[config.mk]
export PLATFORM = sky130hd
export DESIGN_NAME = mult_acc_stage_flat
export DESIGN_NICKNAME = d
export VERILOG_FILES = /design/src/rtl/mult_acc_pkg.sv /design/src/rtl/mult_acc_stage_if.sv /design/src/rtl/mult_acc_datapath.sv /design/src/rtl/mult_acc_stage.sv /design/src/flat_wrapper.sv
export SDC_FILE = /design/constraint.sdc
export NUM_CORES = 1
export LEC_CHECK = 0
export ABC_AREA = 1
export CORE_MARGIN = 2
export CORE_UTILIZATION = 50
export CTS_CLUSTER_DIAMETER = 50
export DETAILED_ROUTE_END_ITERATION = 8
export GPL_ROUTABILITY_DRIVEN = 0
export HOLD_SLACK_MARGIN = 0.08
export PLACE_DENSITY = 0.79
export SETUP_SLACK_MARGIN = 0.5
export SYNTH_ARGS = -nofsm -noshare
export SYNTH_HDL_FRONTEND = slang
export SYNTH_SLANG_ARGS = --single-unit
[constraint.sdc]
create_clock -name clk -period 2 [get_ports clk]
set_input_delay 0.2 -clock clk [delete_from_list [all_inputs] [get_ports clk]]
set_output_delay 0.2 -clock clk [all_outputs]
set_load 0.1 [all_outputs]
[src/rtl/mult_acc_pkg.sv]
// Shared types and arithmetic for the multiply-accumulate stage.
// Holds the FSM state encoding, the product width and the add step
// used by the datapath (wrapping or saturating, chosen by the caller).
package mult_acc_pkg;

    typedef enum logic [1:0] {
        IDLE  = 2'd0,
        ACCUM = 2'd1,
        HOLD  = 2'd2
    } state_t;

    localparam int PROD_W    = 8;
    // Widest accumulator the add step supports; ACC_W must lie in [PROD_W, MAX_ACC_W].
    localparam int MAX_ACC_W = 32;

    typedef struct packed {
        logic                 carry;
        logic [MAX_ACC_W-1:0] sum;
    } step_t;

    // One accumulation step at a run-time width: returns the carry out of
    // bit width-1 and the new sum, wrapped to width bits or clamped to all
    // ones when sat is set and the add carried.
    function automatic step_t acc_step(input logic [MAX_ACC_W-1:0] acc,
                                       input logic [PROD_W-1:0]    prod,
                                       input logic [5:0]           width,
                                       input logic                 sat);
        logic [MAX_ACC_W:0] full;
        logic [MAX_ACC_W:0] one;
        logic [MAX_ACC_W:0] mask;
        step_t              r;
        one  = (MAX_ACC_W + 1)'(1);
        full = {1'b0, acc} + (MAX_ACC_W + 1)'(prod);
        mask = (one << width) - one;
        // acc < 2^width and prod <= 2^width - 1, so bit 'width' is the carry.
        r.carry = full[width];
        r.sum   = MAX_ACC_W'(full & mask);
        if (sat && r.carry) begin
            r.sum = MAX_ACC_W'(mask);
        end
        return r;
    endfunction

endpackage

[src/rtl/mult_acc_stage_if.sv]
// Beat-in / sum-out bus of the multiply-accumulate stage.
// Handshake: a beat moves when in_valid && in_ready on a rising edge, a
// result moves when out_valid && out_ready on a rising edge; the producer
// holds valid and its payload stable until the transfer, and the consumer
// may raise or drop ready freely.
interface mult_acc_stage_if #(
    parameter int ACC_W     = 16,
    parameter int MAX_TERMS = 16
);
    localparam int CNT_W = $clog2(MAX_TERMS + 1);

    logic                             in_valid;
    logic                             in_ready;
    logic [mult_acc_pkg::PROD_W-1:0]  prod;
    logic                             in_last;
    logic                             out_valid;
    logic                             out_ready;
    logic [ACC_W-1:0]                 out_sum;
    logic [CNT_W-1:0]                 out_count;
    logic                             out_ovf;

    modport master (
        output in_valid, prod, in_last, out_ready,
        input  in_ready, out_valid, out_sum, out_count, out_ovf
    );

    modport slave (
        input  in_valid, prod, in_last, out_ready,
        output in_ready, out_valid, out_sum, out_count, out_ovf
    );

endinterface

[src/rtl/mult_acc_datapath.sv]
// Accumulator, beat counter and sticky overflow flag.
// Define MULT_ACC_SAT_EN to clamp the sum at all ones on overflow;
// otherwise the sum wraps modulo 2^ACC_W.
module mult_acc_datapath
    import mult_acc_pkg::*;
#(
    parameter int ACC_W = 16,
    parameter int CNT_W = 5
) (
    input  logic              clk,
    input  logic              rst,
    input  logic              load,   // first beat of a transaction
    input  logic              add,    // any later beat
    input  logic              clear,  // result handed downstream
    input  logic [PROD_W-1:0] prod,
    output logic [ACC_W-1:0]  acc,
    output logic [CNT_W-1:0]  cnt,
    output logic              ovf
);

`ifdef MULT_ACC_SAT_EN
    localparam logic SAT = 1'b1;
`else
    localparam logic SAT = 1'b0;
`endif

    step_t step;

    // Next sum and carry for the beat on prod.
    always_comb step = acc_step(MAX_ACC_W'(acc), prod, 6'(ACC_W), SAT);

    // Sum bits above ACC_W are always zero by construction.
    if (ACC_W < MAX_ACC_W) begin : g_hi
        logic unused_hi;
        assign unused_hi = ^step.sum[MAX_ACC_W-1:ACC_W];
    end

    // Registers: first beat loads, later beats add, result handoff clears.
    always_ff @(posedge clk) begin
        if (rst || clear) begin
            acc <= '0;
            cnt <= '0;
            ovf <= 1'b0;
        end else if (load) begin
            acc <= ACC_W'(prod);
            cnt <= CNT_W'(1);
            ovf <= 1'b0;
        end else if (add) begin
            acc <= step.sum[ACC_W-1:0];
            cnt <= cnt + CNT_W'(1);
            ovf <= ovf | step.carry;
        end
    end

endmodule

[src/rtl/mult_acc_stage.sv]
// Multiply-accumulate stage: sums 8-bit products per transaction and
// presents one registered result per transaction. A transaction closes on
// in_last or after MAX_TERMS beats. MULT_ACC_SAT_EN selects saturating
// accumulation (see mult_acc_datapath). dbg_state mirrors the FSM state.
module mult_acc_stage
    import mult_acc_pkg::*;
#(
    parameter int ACC_W     = 16,
    parameter int MAX_TERMS = 16
) (
    input  logic              clk,
    input  logic              rst,
    mult_acc_stage_if.slave   bus,
    output state_t            dbg_state
);

    localparam int CNT_W = $clog2(MAX_TERMS + 1);

    state_t           state;
    logic             in_ready_q;
    logic             out_valid_q;
    logic             accept;
    logic             out_fire;
    logic             close_beat;
    logic             load;
    logic             add;
    logic [ACC_W-1:0] acc;
    logic [CNT_W-1:0] cnt;
    logic             ovf;

    // Handshake decode and the "this beat closes the transaction" test.
    always_comb begin
        accept   = bus.in_valid && in_ready_q;
        out_fire = out_valid_q && bus.out_ready;
        load     = accept && (state == IDLE);
        add      = accept && (state == ACCUM);
        if (state == IDLE) begin
            close_beat = bus.in_last || (MAX_TERMS == 1);
        end else begin
            close_beat = bus.in_last || ((int'(cnt) + 1) == MAX_TERMS);
        end
    end

    // FSM with registered in_ready/out_valid; in_ready is low for all of HOLD.
    always_ff @(posedge clk) begin
        if (rst) begin
            state       <= IDLE;
            in_ready_q  <= 1'b1;
            out_valid_q <= 1'b0;
        end else begin
            case (state)
                IDLE, ACCUM: begin
                    if (accept) begin
                        if (close_beat) begin
                            state       <= HOLD;
                            in_ready_q  <= 1'b0;
                            out_valid_q <= 1'b1;
                        end else begin
                            state <= ACCUM;
                        end
                    end
                end
                HOLD: begin
                    if (out_fire) begin
                        state       <= IDLE;
                        in_ready_q  <= 1'b1;
                        out_valid_q <= 1'b0;
                    end
                end
                default: begin
                    state       <= IDLE;
                    in_ready_q  <= 1'b1;
                    out_valid_q <= 1'b0;
                end
            endcase
        end
    end

    mult_acc_datapath #(
        .ACC_W (ACC_W),
        .CNT_W (CNT_W)
    ) u_datapath (
        .clk   (clk),
        .rst   (rst),
        .load  (load),
        .add   (add),
        .clear (out_fire),
        .prod  (bus.prod),
        .acc   (acc),
        .cnt   (cnt),
        .ovf   (ovf)
    );

    // The datapath registers are the result registers; they hold in HOLD.
    assign bus.in_ready  = in_ready_q;
    assign bus.out_valid = out_valid_q;
    assign bus.out_sum   = acc;
    assign bus.out_count = cnt;
    assign bus.out_ovf   = ovf;
    assign dbg_state     = state;

endmodule

[src/flat_wrapper.sv]
// flat-port wrapper written by rule: the top's interface ports become plain ports
module mult_acc_stage_flat import mult_acc_pkg::*;
#(
    parameter int ACC_W     = 16,
    parameter int MAX_TERMS = 16
)
  (clk, rst, dbg_state, bus_in_valid, bus_prod, bus_in_last, bus_out_ready, bus_in_ready, bus_out_valid, bus_out_sum, bus_out_count, bus_out_ovf);
  mult_acc_stage_if #(.ACC_W(ACC_W), .MAX_TERMS(MAX_TERMS)) bus_i ();
  input  logic clk;
  input  logic rst;
  output state_t dbg_state;
  input wire logic [$bits(bus_i.in_valid)-1:0] bus_in_valid;
  input wire logic [$bits(bus_i.prod)-1:0] bus_prod;
  input wire logic [$bits(bus_i.in_last)-1:0] bus_in_last;
  input wire logic [$bits(bus_i.out_ready)-1:0] bus_out_ready;
  output wire logic [$bits(bus_i.in_ready)-1:0] bus_in_ready;
  output wire logic [$bits(bus_i.out_valid)-1:0] bus_out_valid;
  output wire logic [$bits(bus_i.out_sum)-1:0] bus_out_sum;
  output wire logic [$bits(bus_i.out_count)-1:0] bus_out_count;
  output wire logic [$bits(bus_i.out_ovf)-1:0] bus_out_ovf;
  assign bus_i.in_valid = bus_in_valid;
  assign bus_i.prod = bus_prod;
  assign bus_i.in_last = bus_in_last;
  assign bus_i.out_ready = bus_out_ready;
  assign bus_in_ready = bus_i.in_ready;
  assign bus_out_valid = bus_i.out_valid;
  assign bus_out_sum = bus_i.out_sum;
  assign bus_out_count = bus_i.out_count;
  assign bus_out_ovf = bus_i.out_ovf;
  mult_acc_stage #(.ACC_W(ACC_W), .MAX_TERMS(MAX_TERMS)) u_core (.clk(clk), .rst(rst), .bus(bus_i), .dbg_state(dbg_state));
endmodule
* Word level (Yosys, flattened, before mapping)
Index checks and enable logic that the tools add are counted.
** Cells by class
- $add $sub $neg :: 3
- Eq/ne operators :: 6
- Mux-type cells :: 17
- Bitwise operators :: 1
- Reduce and logical (&&, ||, !) cells :: 12
** Operators by type and width (count)
- == test 32 x 6 -> 1 bit (second input constant) :: 1
- adder 16 x 8 -> 17 bit :: 1
- two-way mux 8 bit :: 2
- two-way mux 1 bit :: 9
- adder 5 x 1 -> 6 bit (second input constant) :: 1
- two-way mux 2 bit :: 3
- adder 5 x 1 -> 5 bit (second input constant) :: 1
- logical AND 1 bit :: 4
- inequality test 2 x 1 -> 1 bit (second input constant) :: 2
- one-hot mux 1 bit (2 select lines) :: 2
- one-hot mux 2 bit (2 select lines) :: 1
- OR reduction 2 bit :: 2
- AND reduction 3 bit :: 1
- == test 2 x 1 -> 1 bit (second input constant) :: 1
- == test 2 bit (second input constant) :: 1
- logical NOT 2 bit :: 1
- logical OR 1 bit :: 2
- inequality test 2 bit (second input constant) :: 1
- AND reduction 2 bit :: 1
- nonzero test 2 bit :: 1
- OR 1 bit :: 1
** Storage, ports and cells
- Register bits after elaboration :: 26
- Input port bits :: 13
- Output and inout port bits :: 26
- Logic and storage cells :: 47

* Depth between registers and ports, before layout
- Depth after elaboration :: 7
- Gate-level depth with buffers :: 11

* By module
From an unflattened synthesis, not the netlist that was laid out.
** Unflattened totals
- Cell total of the unflattened synthesis :: 249
- Area, all modules :: 1666.6 um^2
** By module, submodules not included
- mult_acc_datapath :: instances 1, cells an instance 213, area each 1441.4 um^2
- mult_acc_stage :: instances 1, cells an instance 36, area each 225.2 um^2

* Worst setup path before layout
Ideal clock, no wire load.
- Kind :: register to register
- Start point :: register u_core.u_datapath.acc[0]
- End point :: register u_core.u_datapath.acc[10]
- Arrival :: 2.148 ns
- Path slack :: -0.270 ns
- Cell stages (with the launch flop) :: 11
- Period minus slack after synthesis :: 2.270 ns
- Cells stage by stage :: dfxtp_1 ha_1 fa_1 nand2_1 nand2_1 and2_1 nand2_1 nand2_2 nand3_1 nand2_1 a21oi_1
** Between the ends
- Longest elaborated chain between the ends :: 1
** RTL lines
- start: declaration :: line mult_acc_datapath.sv:16 : output logic [ACC_W-1:0] acc,
- start signal: assignment :: line mult_acc_datapath.sv:45 : acc <= ACC_W'(prod);
- start signal: assignment :: line mult_acc_datapath.sv:49 : acc <= step.sum[ACC_W-1:0];
- adder 16 x 8 -> 17 bit :: line mult_acc_pkg.sv:33 : full = {1'b0, acc} + (MAX_ACC_W + 1)'(prod);
Every way passes these cells.
A chain may end at the register's enable or synchronous reset.

* Final worst setup path
Same ends and word-level chain as after synthesis.

==> results.md <==
- Relative slew slack: 76.4%
- Total global-route track usage: 21.6%
- CP max FO: 8
- Post-DP HPWL: 2930 um
- Vias in the first global route: 1394
- DR WL/cell: 11.8 um
- RSZ-0062 raised after global routing: true
- P_int: 937 uW
- Boundary pin count: 39
- Yosys top cell area share: 31.1%
- Clk Latency, worst-skew pair: 0.33 ns
- Max VDD drop: 0.441 mV
- Post-Route WL: 4020 um
- Syn Area/Cell: 6.75 um2
- Most common library cells after synthesis: 73 x nand2_1, 30 x inv_1, 26 x dfxtp_1
- Reg2Reg Setup Slack: 0.32 ns
- F_max: 595 MHz
- Tmin final: 1.68 ns
- P_sw: 677 uW
- Reg2reg start: u_core.u_datapath.acc[0]
- Power Dens Cells: 654 mW/mm2
- Worst-Margin Slew: 0.353 ns
- Die Height: 61.9 um
- CTS Sinks: 26
- CP Launch Type: flip-flop
- CP max stage cell: dfxtp_4
- Via count: 1734
- Largest cells by area after synthesis: dfxtp_1 31%, nand2_1 16%, a21oi_1 6.9%
- Arr. time, crit path: 1.92 ns
- Clock skew: 0.00545 ns
- Layout cells sized above 1: 42.4%
- Iter 0 DRT Violations: 66
- Seq pwr share: 36.6%
- WS Path Type: reg -> reg
- Syn Std Cell Area: 0.00167 mm2
- Dpl cells: 333
- Yosys reg bits: 26
- Slowest stage delay, CP: 0.38 ns
- Initial antenna violation count: 0
- Power share of the clock group: 20.1%
- CTS buffer count: 3
- Prevailing post-synth register cell: dfxtp_1
- Reg clk slew, reported paths: 0.16 ns
- Nets: 319
- Slew Limit Fails: 0
- Asr flop ratio synth: 0%
- Starting Density: 51.0%
- Drt pass-1 iters: 6
- Max cap viols: 0
- Crit path cell chain: ha_4 -> fa_2 -> nand2_2 -> nand2_2 -> and2_4 -> nand2_4 -> nand2_8 -> a21oi_1 -> a21oi_2
- CTS tree: built
- DRT antenna net count: 0
- Hold_buf cts: 0
- CTS Root Cell: clkbuf_4
- Die X: 61.9 um
- Largest net degree at the start of global routing: 16
- Hold Vio Cnt, Final: 0
- H-tree levels: 1
- Worst path required time: 2.24 ns
- Cell Count, Final, Fillers Out: 341
- DRC Markers: 0
- Netlist cell types: 34
- Final Cycle Share: 84.1%
- Sequential share of the synthesized area: 31.1%
- Syn Inst Count: 248
- Longest Clk Path Bufs: 2
- Hold WC Path Type: in -> reg
- Most area-hungry cell type in the Yosys netlist: dfxtp_1
- Most frequent CP cell: nand2_2
- Most numerous cell in the Yosys netlist: nand2_1
- Setup violations, final: 0
- Leakage: 1.04 nW
- Layout area overhead: 47.3%
- Ant diodes: 0
- Setup TNS: 0 ns
- Core area: 0.00328 mm2
- CP Launch Point: u_core.u_datapath.acc[0]
- FP Rows: 21
- Syn. warnings: 0
- Synthesized Nets: 271
- Number of synthesized flops with an enable pin: 0
- Worst hold start: bus_prod[4]
- First-pass GRT wire length: 6250 um
- Die footprint: 0.00383 mm2
- CP Capture Type: flip-flop
- Gr ovfl total: 0
- Comb pwr share: 43.3%
- PortBufs: 38
- Number of vias per cell: 5.09
- Switch share: 42.0%
- Status: finished, final reports clean
cell families (layout without fill, tap and decap cells):
logic type / after synthesis / count (layout) / synth area share (%)
adders and majority gates: 10 / 10 / 7.92
DFF: 26 / 26 / 31.1
AOI/OAI and AO/OA: 37 / 37 / 12.6
buffers and inverters: 36 / 83 / 9.04
xor gates and xnor gates: 2 / 2 / 1.05
and+or+nand+nor: 137 / 137 / 38.3
power by group through the flow:
stage               logic [mW]  registers, mW  clock network [mW]
finish                   0.698          0.591               0.324
global route             0.749          0.597               0.362
CTS                      0.659          0.590               0.333
detailed placement       0.637          0.603                   0
global placement         0.634          0.603                   0
floorplan                0.279          0.820                   0
through the flow:
step | hold slack, ns | setup WS (ns) | utilization (%) | power (mW) | area (um2)
after floorplan | 0.259 | 0.294 | - | 1.10 | 1910
after CTS | 0.441 | 0.357 | 72.4 | 1.58 | 2380
after global routing | 0.196 | 0.244 | 75.1 | 1.71 | 2470
final | 0.202 | 0.319 | 75.1 | 1.61 | 2470
after global placement | 0.444 | 0.0211 | 69.4 | 1.24 | 2280
after detailed placement | 0.450 | -0.00564 | 69.4 | 1.24 | 2280
state kept, by name, indices dropped and copies added (netlist names):
| name | count |
|---|---|
| u_core.dbg_state | 2 |
| u_core.u_datapath.acc | 16 |
| u_core.u_datapath.ovf | 1 |
| u_core.u_datapath.cnt | 5 |
| u_core.bus.in_ready | 1 |
| u_core.bus.out_valid | 1 |
layout by cell type (no fill, tap or decap), drive strengths merged:
master	instances
xnor2	1
fa	1
nand3	21
a21boi	2
a21oi	24
nor2	17
a22o	3
dlymetal6s2s	1
clkbuf	4
xor2	1
nand4	5
ha	9
nand3b	3
nand2	77
a31oi	3
or2	7
nor4	1
clkdlybuf4s50	11
and2	2
inv	33
buf	33
o21a	1
nor3	4
dfxtp	26
o21ai	4
clkinv	1
metal layers:
layer	vias up	routed length, um	global-route usage, %	part of all wire, %
met4	0	12	3.65	0.30
met5	-	0	0	0
met2	39	2010	35.9	50
li1	904	-	-	-
met1	789	1850	30.6	46
met3	2	147	2.48	3.7
critical path, delay by kind of cell (launching register included):
kind,cells,cell delay [ns]
fa+ha+maj,2,0.53
simple gates,5,0.47
flops,1,0.38
compound gates,2,0.21
final timing paths:
path,endpoint,cells past startpoint
setup / recovery,u_core.u_datapath.acc[10],9
hold / removal,u_core.u_datapath.acc[4],3
setup reg to reg,u_core.u_datapath.acc[10],9
hold reg to reg,u_core.u_datapath.ovf,2
what timing repair did:
action                                 in CTS  in global routing
endpoints found under the hold margin       0                  0
pin swaps                                   5                 14
setup buffers                               3                  1
setup endpoints to repair                   9                 15
resized for setup                           7                 24
layout make-up:
class | count | area, um2
Multi-Input combinational cell | 186 | 1270
Fill cell | 259 | 818
Sequential cell | 26 | 586
Timing Repair Buffer | 45 | 374
Inverter | 34 | 129
Tap cell | 46 | 57.6
Clock buffer | 4 | 47.5
No activity file was read; power rests on OpenSTA's default activity.
